$ cat src/rtl/battleship_pkg.sv
// Shared constants, fleet table, FSM state type and lookup helper
// for the battleship fleet placement logic.
package battleship_pkg;

  localparam int MAP_W         = 35;
  // COLS counts y positions (0..4) and ROWS counts x positions (0..6).
  localparam int COLS          = 5;
  localparam int ROWS          = 7;
  localparam int NUM_SHIPS     = 3;
  localparam int REJECT_CYCLES = 8;
  localparam int CNT_W         = 3;

  localparam logic [1:0] SHIP_LEN [NUM_SHIPS] = '{2'd3, 2'd2, 2'd1};

  typedef enum logic [1:0] {
    PLACE  = 2'd0,
    REJECT = 2'd1,
    DONE   = 2'd2
  } state_t;

  // Length of the ship at a given fleet index; 0 once the fleet is complete.
  function automatic logic [1:0] ship_len(input logic [1:0] idx);
    case (idx)
      2'd0:    return SHIP_LEN[0];
      2'd1:    return SHIP_LEN[1];
      2'd2:    return SHIP_LEN[2];
      default: return 2'd0;
    endcase
  endfunction

endpackage

$ cat src/rtl/fleet_map_writer_if.sv
// Cursor/button inputs and map/status outputs of the fleet map writer.
interface fleet_map_writer_if;

  logic [2:0]                       x_coord_code;
  logic [2:0]                       y_coord_code;
  logic                             orient;
  logic                             place_n;
  logic                             clear;
  logic [battleship_pkg::MAP_W-1:0] map;
  logic [battleship_pkg::MAP_W-1:0] preview;
  logic [1:0]                       ship_idx;
  logic                             error;
  logic                             done;

  modport master (
    output x_coord_code, y_coord_code, orient, place_n, clear,
    input  map, preview, ship_idx, error, done
  );

  modport slave (
    input  x_coord_code, y_coord_code, orient, place_n, clear,
    output map, preview, ship_idx, error, done
  );

endinterface

$ cat src/rtl/ship_mask_gen.sv
// Combinational ship footprint: cells covered from an anchor along +x or +y,
// plus a flag saying whether every covered cell is on the board.
module ship_mask_gen
  import battleship_pkg::*;
(
  input  logic [2:0]       x,
  input  logic [2:0]       y,
  input  logic             orient,
  input  logic [1:0]       length,
  output logic [MAP_W-1:0] mask,
  output logic             in_bounds
);

  logic [MAP_W-1:0] cell_mask [3];
  logic [2:0]       cell_ok;

  generate
    for (genvar gi = 0; gi < 3; gi++) begin : g_cell
      logic [3:0] cx;
      logic [3:0] cy;
      logic [5:0] bit_idx;
      logic       used;
      logic       on_board;

      assign used     = (2'(gi) < length);
      assign cx       = {1'b0, x} + (orient ? 4'd0 : 4'(gi));
      assign cy       = {1'b0, y} + (orient ? 4'(gi) : 4'd0);
      assign on_board = (cx < 4'(ROWS)) && (cy < 4'(COLS));
      // Only meaningful when on_board; row 0 sits in the top bits.
      assign bit_idx  = 6'(4'(COLS - 1) - cy) * 6'(ROWS) + 6'(cx);

      assign cell_ok[gi]   = !used || on_board;
      assign cell_mask[gi] = (used && on_board) ? (MAP_W'(1) << bit_idx) : '0;
    end
  endgenerate

  assign mask      = cell_mask[0] | cell_mask[1] | cell_mask[2];
  assign in_bounds = &cell_ok;

endmodule

$ cat src/rtl/fleet_map_writer.sv
// Places a fixed three-ship fleet onto a 7x5 map one button press at a time,
// rejecting off-board or overlapping placements with a timed error flag.
module fleet_map_writer
  import battleship_pkg::*;
(
  input  logic              clk,
  input  logic              reset,
  fleet_map_writer_if.slave bus
);

  state_t           state_reg, state_next;
  logic [MAP_W-1:0] map_reg, map_next;
  logic [1:0]       idx_reg, idx_next;
  logic             error_reg, error_next;
  logic             done_reg, done_next;
  logic [CNT_W-1:0] cnt_reg, cnt_next;

  logic             sync1_reg, sync2_reg, prev_reg;
  logic [1:0]       live_reg;
  logic             armed_reg;
  logic             press;

  logic [MAP_W-1:0] mask;
  logic             in_bounds;

  // live_reg marks when sync2 holds a real sample rather than its reset value;
  // the detector only arms after a genuine released level, so a button held
  // through reset cannot produce a commit.
  always_ff @(posedge clk or negedge reset) begin
    if (!reset) begin
      sync1_reg <= 1'b1;
      sync2_reg <= 1'b1;
      prev_reg  <= 1'b1;
      live_reg  <= 2'b00;
      armed_reg <= 1'b0;
    end else begin
      sync1_reg <= bus.place_n;
      sync2_reg <= sync1_reg;
      prev_reg  <= sync2_reg;
      live_reg  <= {live_reg[0], 1'b1};
      armed_reg <= armed_reg | (live_reg[1] & sync2_reg);
    end
  end

  assign press = armed_reg & prev_reg & ~sync2_reg;

  ship_mask_gen u_mask (
    .x         (bus.x_coord_code),
    .y         (bus.y_coord_code),
    .orient    (bus.orient),
    .length    (ship_len(idx_reg)),
    .mask      (mask),
    .in_bounds (in_bounds)
  );

  always_comb begin
    state_next = state_reg;
    map_next   = map_reg;
    idx_next   = idx_reg;
    error_next = error_reg;
    cnt_next   = cnt_reg;
    if (bus.clear) begin
      state_next = PLACE;
      map_next   = '0;
      idx_next   = 2'd0;
      error_next = 1'b0;
      cnt_next   = '0;
    end else begin
      case (state_reg)
        PLACE: begin
          if (press) begin
            if (in_bounds && ((mask & map_reg) == '0)) begin
              map_next = map_reg | mask;
              idx_next = idx_reg + 2'd1;
              if (idx_reg == 2'd2) state_next = DONE;
            end else begin
              state_next = REJECT;
              error_next = 1'b1;
              cnt_next   = CNT_W'(REJECT_CYCLES - 1);
            end
          end
        end
        REJECT: begin
          if (cnt_reg == '0) begin
            state_next = PLACE;
            error_next = 1'b0;
          end else begin
            cnt_next = cnt_reg - CNT_W'(1);
          end
        end
        DONE:    state_next = DONE;
        default: state_next = PLACE;
      endcase
    end
    done_next = (state_next == DONE);
  end

  always_ff @(posedge clk or negedge reset) begin
    if (!reset) begin
      state_reg <= PLACE;
      map_reg   <= '0;
      idx_reg   <= 2'd0;
      error_reg <= 1'b0;
      done_reg  <= 1'b0;
      cnt_reg   <= '0;
    end else begin
      state_reg <= state_next;
      map_reg   <= map_next;
      idx_reg   <= idx_next;
      error_reg <= error_next;
      done_reg  <= done_next;
      cnt_reg   <= cnt_next;
    end
  end

  assign bus.map      = map_reg;
  assign bus.ship_idx = idx_reg;
  assign bus.error    = error_reg;
  assign bus.done     = done_reg;
  assign bus.preview  = (state_reg == PLACE && in_bounds) ? (map_reg | mask) : map_reg;

endmodule

$ cat src/flat_wrapper.sv
// flat-port wrapper written by rule: the top's interface ports become plain ports
module fleet_map_writer_flat import battleship_pkg::*;
  (clk, reset, bus_x_coord_code, bus_y_coord_code, bus_orient, bus_place_n, bus_clear, bus_map, bus_preview, bus_ship_idx, bus_error, bus_done);
  fleet_map_writer_if bus_i ();
  input  logic clk;
  input  logic reset;
  input wire logic [$bits(bus_i.x_coord_code)-1:0] bus_x_coord_code;
  input wire logic [$bits(bus_i.y_coord_code)-1:0] bus_y_coord_code;
  input wire logic [$bits(bus_i.orient)-1:0] bus_orient;
  input wire logic [$bits(bus_i.place_n)-1:0] bus_place_n;
  input wire logic [$bits(bus_i.clear)-1:0] bus_clear;
  output wire logic [$bits(bus_i.map)-1:0] bus_map;
  output wire logic [$bits(bus_i.preview)-1:0] bus_preview;
  output wire logic [$bits(bus_i.ship_idx)-1:0] bus_ship_idx;
  output wire logic [$bits(bus_i.error)-1:0] bus_error;
  output wire logic [$bits(bus_i.done)-1:0] bus_done;
  assign bus_i.x_coord_code = bus_x_coord_code;
  assign bus_i.y_coord_code = bus_y_coord_code;
  assign bus_i.orient = bus_orient;
  assign bus_i.place_n = bus_place_n;
  assign bus_i.clear = bus_clear;
  assign bus_map = bus_i.map;
  assign bus_preview = bus_i.preview;
  assign bus_ship_idx = bus_i.ship_idx;
  assign bus_error = bus_i.error;
  assign bus_done = bus_i.done;
  fleet_map_writer u_core (.clk(clk), .reset(reset), .bus(bus_i));
endmodule
$ cat config.mk
export PLATFORM = sky130hd
export DESIGN_NAME = fleet_map_writer_flat
export DESIGN_NICKNAME = d
export VERILOG_FILES = /design/src/rtl/battleship_pkg.sv /design/src/rtl/fleet_map_writer_if.sv /design/src/rtl/ship_mask_gen.sv /design/src/rtl/fleet_map_writer.sv /design/src/flat_wrapper.sv
export SDC_FILE = /design/constraint.sdc
export NUM_CORES = 1
export LEC_CHECK = 0
export ABC_AREA = 1
export BUFFER_PORTS_ARGS = -buffer_cell sky130_fd_sc_hd__buf_2
export CORE_MARGIN = 3
export CORE_UTILIZATION = 40
export CTS_CLUSTER_DIAMETER = 50
export DETAILED_ROUTE_END_ITERATION = 6
export PLACE_DENSITY = 0.67
export SYNTH_ARGS = -nofsm -noshare
export SYNTH_HDL_FRONTEND = slang
export SYNTH_SLANG_ARGS = --single-unit
export TNS_END_PERCENT = 5
$ cat constraint.sdc
create_clock -name clk -period 5.1 [get_ports clk]
set_input_delay 0.765 -clock clk [delete_from_list [all_inputs] [get_ports clk]]
set_output_delay 0.765 -clock clk [all_outputs]
set_load 0.05 [all_outputs]
; ---- Word level (Yosys, flattened, before mapping)
; Index checks and enable logic that the tools add are counted.
[word_totals]
ff_bits = 50
latch_bits = 0
ram_bits = 0
romBits = 0
in_bits = 11
out_inout_bits = 74
word_cells = 115
memories = 0
[op_classes]
n_addsub = 12
n_mul = 3
n_div = 0
n_lt_le_gt_ge = 9
eq_ne = 9
n_shift = 3
mux = 33
n_bitwise = 9
reduce_logical = 26
[op_table]
columns = op, n
row1 = 2-to-1 mux 35 bit, 8
row2 = bitwise OR 35 bit, 3
row3 = << shifter 1 x 6 -> 35 bit (first input constant), 3
row4 = bitwise AND 35 bit, 1
row5 = logical NOT 35 bit, 1
row6 = 2-to-1 mux 2 bit, 11
row7 = < comparator 4 x 3 -> 1 bit (second input constant), 4
row8 = adder 6 x 4 -> 6 bit, 2
row9 = multiplier 6 x 3 -> 6 bit (second input constant), 2
row10 = 2-to-1 mux 3 bit, 4
row11 = one-hot mux 2 bit (3 select lines), 2
row12 = subtractor 3 x 4 -> 5 bit (first input constant), 2
row13 = adder 3 x 1 -> 4 bit, 2
row14 = adder 3 x 2 -> 4 bit, 2
row15 = logical AND 1 bit, 8
row16 = AND reduction 4 bit, 2
row17 = adder 6 x 3 -> 6 bit, 1
row18 = == test 2 bit (second input constant), 3
row19 = < comparator 3 bit (second input constant), 2
row20 = multiplier 4 x 4 -> 6 bit (second input constant), 1
row21 = 2-to-1 mux 1 bit, 6
row22 = inequality test 3 x 2 -> 1 bit (second input constant), 2
row23 = inequality test 3 bit (second input constant), 2
row24 = one-hot mux 3 bit (2 select lines), 1
row25 = other kinds (17), 29

; ---- Logic depth before layout (Yosys ltp)
[logic_depth]
ltp_word = 17
ltp_mapped = 33
mapped_depth_nobuf = 32

; ---- Cells and area by module
; From an unflattened synthesis, not the netlist that was laid out.
[unflattened]
cells_unflattened = 967
area_unflattened_um2 = 5914.4
[by_module_without_submodules]
columns = module, instances, cells_per_inst, area_each_um2, seq_area_each_um2
row1 = ship_mask_gen, 1, 603, 3259.4, 0.0
row2 = fleet_map_writer, 1, 364, 2655.0, 1255.0

; ---- Worst setup path before layout
; Ideal clock, no wire load.
[synth_timing]
path_type = input to output
from = in bus_orient
to = out bus_preview[0]
arrival_time_ps = 4558
required_time_ps = 4335
path_slack_ps = -223
path_stages = 19
n_path_buf = 1
path_cell_list = ha_1 > inv_1 > ha_1 > fa_1 > inv_1 > fa_1 > inv_1 > fa_1 > ha_1 > a21oi_1 > nand2_1 > nand2_1 > nand2_2 > inv_2 > buf_2 > nand3_1 > nand3_1 > nand3_1 > nand2_1
[synth_between]
elab_chain_cells = 11
word_cells_on_any_way = 34
classes_between = add/sub: 8 / mul: 2 / order compare: 4 / shift: 2 / mux: 7 / bitwise: 3 / reduce/logical: 8
[synth_lines]
columns = element, line_no
row1 = start: declaration, flat_wrapper.sv:9  ; input wire logic [$bits(bus_i.orient)-1:0] bus_orient;
row2 = 2-to-1 mux 1 bit, ship_mask_gen.sv:27  ; assign cy = {1'b0, y} + (orient ? 4'(gi) : 4'd0);
row3 = adder 3 x 1 -> 4 bit, ship_mask_gen.sv:27
row4 = subtractor 3 x 4 -> 5 bit, ship_mask_gen.sv:30  ; assign bit_idx = 6'(4'(COLS - 1) - cy) * 6'(ROWS) + 6'(cx);
row5 = multiplier 6 x 3 -> 6 bit, ship_mask_gen.sv:30
row6 = adder 6 x 4 -> 6 bit, ship_mask_gen.sv:30
row7 = << shifter 1 x 6 -> 35 bit, ship_mask_gen.sv:33  ; assign cell_mask[gi] = (used && on_board) ? (MAP_W'(1) << bit_idx) : '0;
row8 = 2-to-1 mux 35 bit, ship_mask_gen.sv:33
row9 = bitwise OR 35 bit (2 in a row), ship_mask_gen.sv:37  ; assign mask = cell_mask[0] | cell_mask[1] | cell_mask[2];
row10 = bitwise OR 35 bit, fleet_map_writer.sv:120  ; assign bus.preview = (state_reg == PLACE && in_bounds) ? (map_reg | mask) : map_reg;
row11 = 2-to-1 mux 35 bit (*), fleet_map_writer.sv:120
row12 = end: declaration, flat_wrapper.sv:13  ; output wire logic [$bits(bus_i.preview)-1:0] bus_preview;
; Mark *: on every way between the ends. The rest lies on a longest branch, timed or not.

; ---- Worst setup path after layout
[layout_timing]
from = in bus_orient
to = out bus_preview[16]
; The elaborated chain is that of the path after synthesis.

==> metrics <==
status finished with violations; violated checks setup timing; Sw Pwr 1.74 mW; routed wire length 21.2 mm; initial antenna violation count 0; I/O Buffers 84; Fill cells 1313; # IOs 85; Die X 128 µm; Max stage delay on crit path 0.52 ns; power density cells 397 nW/µm²; Worst Skew 0.00665 ns; EDFF count, synth 0; Placed Instances 1306; CP max FO 6; warnings from Yosys 0; Area growth, synth to finish 44.8%; Pint 1.70 mW; area of placed instances 7370 µm²; WL per Instance 16.0 µm; H-tree depth 2; Top FF cell, synth dfrtp_1; Max-slew headroom 45.3%; Non-Filler Instances 1328; switching part of the total 50.6%; hold path cells 0; CP Depth 24; final instance area 8680 µm²; drt first-iter violations 728; die footprint 16500 µm²; final worst-path cycle share 104%; cell family with most CP delay adder cells; number of global-route vias before repair 6577; pre-CTS setup slack -0.557 ns; CTS tree yes; WHS 0.358 ns; Mean Syn Cell Area 6.18 µm²; Static Leak 4.62 nW; most frequent cells after synthesis 245 x nand2_1, 159 x nand3_1, 133 x inv_1; Distinct cells, synth 35; DRC viols 0; Final Setup Violations 35; Buf+Inv Stages, Crit Path 8; total CTS buffers 5; fin util 59.5%; site row count 44; part of the power in registers 12.6%; hold_buf cts 0; max FFs per register 35; clk buf depth 2; largest area contributor in the netlist dfrtp_1; area of the core 14600 µm²; worst hold-check path type register to register; synth top area cells dfrtp_1 20%, nand2_1 15%, nand3_1 13%, ha_1 9.4%, inv_1 8.3%; Post-Synthesis Cells 970; # nets final 1211; max-slew violations 0; post-synth top area share 19.6%; combinational share of power 76.0%; worst-case reg-to-reg path depth 20; Congestion Overflow GR 0; post-synthesis sequential area ratio 20.9%; first-pass iteration count of the detailed router 5; Skew-Pair Late Insertion Delay 0.30 ns; Sink Count 50; Starting Density 41.1%; critical path's most frequent cell nand2_2; Hold Vio Cnt, Final 0; Detail Route Antenna Nets 0; fmax 188 MHz; Die Y 128 µm; Tot GR Track Use 24.4%; unrepaired setup endpoints after global routing true; routed via count 7173; setup TNS -5.60 ns; vias per inst 5.40; Max Cap Viol 0; #FFs+latches synth 50; Tightest Pin Transition 0.821 ns; peak supply drop 0.000254 V; hpwl dp 15.0 mm; FFs w/ async S/R, synth 100%; CP endpoint kind output pin; Power Total 3.44 mW; Clk network pwr share 11.4%; critical path's slowest cell fa_1; crit start category primary input; ant diodes 0; synthesized cell area 5990 µm²; share of cells above drive strength 1 34.0%; crit-path cells buf_8, ha_4, inv_4, ha_4, fa_1, inv_2, fa_1, inv_2, fa_1, ha_4, nand3_4, nand2_2, nand2_2, nand2_2, nand2_2, nand2_4, buf_6, buf_8, buf_6, nand3_2, nand3_2, nand3_2, nand2_2, buf_8; Worst EP arrival 4.56 ns; Syn Nets 1038; maximum number of pins on one net before global-route repair 51; CTS clk-pin slew, worst paths 0.07 ns; routability cong. 0.936; critical path class primary input to output pin; most frequent cell after synthesis nand2_1; CTS root buffer clkbuf_16; post-route worst setup slack -0.224 ns; minimum clock period 5.32 ns; critical path required time 4.34 ns; first-pass GRT wire length 32.9 mm
[logic make-up after synthesis]
group / count (synthesis) / share of synthesized area [%]
buffers and inverters: 184 / 13.2
AND/OR/NAND/NOR: 603 / 44.4
other: 1 / 0.0626
adder cells (fa/ha/maj): 57 / 13.4
XOR/XNOR: 10 / 1.90
flip-flops: 50 / 20.9
AO/OA/AOI/OAI: 65 / 6.05
[layout by cell type, fill, tap and decap left out, drive strengths merged]
cell type  Yosys  routed
bufinv         0       1
nor2         120     120
clkbuf        15       6
conb           1       1
dfrtp         47      47
a21o           2       2
dfstp          3       3
xor2           6       6
nor3          20      20
o21bai         1       1
buf           23     201
a211oi         1       1
nand4         47      47
inv          142     144
xnor2          4       4
o21ai          5       5
ha            45      45
fa            12      12
nand3        160     160
clkinv         4       4
a41oi          1       1
nand2        253     255
o22ai          1       1
nand3b         3       3
a21oi         54      54
[timing repair]
item                                   4_1_cts  5_1_grt
buffers inserted                             6        4
endpoints found under the hold margin        0        0
resized for setup                          161       91
gates cloned                                 1        3
setup endpoints to repair                   79       79
pin swaps                                   24       44
[power by group through the flow]
| stage | clock, mW | combinational (mW) | sequential [mW] |
|---|---|---|---|
| CTS | 0.397 | 2.33 | 0.433 |
| detailed placement | 0 | 1.99 | 0.440 |
| global route | 0.416 | 2.81 | 0.435 |
| global placement | 0 | 1.98 | 0.440 |
| floorplan | 0 | 1.25 | 0.456 |
| finish | 0.393 | 2.62 | 0.432 |
[area by class of cell]
type,count,area (µm²),area share [%]
Timing Repair Buffer,202,1780,20.5
Clock inverter,3,43.8,0.505
Clock buffer,5,125,1.44
Tap cell,184,230,2.65
Inverter,146,568,6.55
Multi-Input combinational cell,738,4680,53.9
Sequential cell,50,1250,14.5
[worst paths after layout]
check	start	end	slack, ns
min in group asynchronous	reset	u_core.bus.map[2]$_DFFE_PN0P_	0.58
worst min register to register	u_core.sync1_reg$_DFF_PN1_	u_core.sync2_reg$_DFF_PN1_	0.36
worst max-delay path	bus_orient	bus_preview[16]	-0.22
worst max register to register	u_core.bus.ship_idx[0]$_DFFE_PN0P_	u_core.bus.ship_idx[0]$_DFFE_PN0P_	1.99
worst min-delay path	u_core.sync1_reg$_DFF_PN1_	u_core.sync2_reg$_DFF_PN1_	0.36
max in group asynchronous	reset	u_core.bus.map[20]$_DFFE_PN0P_	4.08
[metal layers]
layer  up-vias  routed length (µm)  global-route usage, %
met1      3316                8870                   34.0
met4         0                 381                   5.18
met3        43                1790                   4.40
met5         -                   0                      0
li1       3476                   -                      -
met2       338               10200                   39.7
Power figures use the tool's default switching activity.
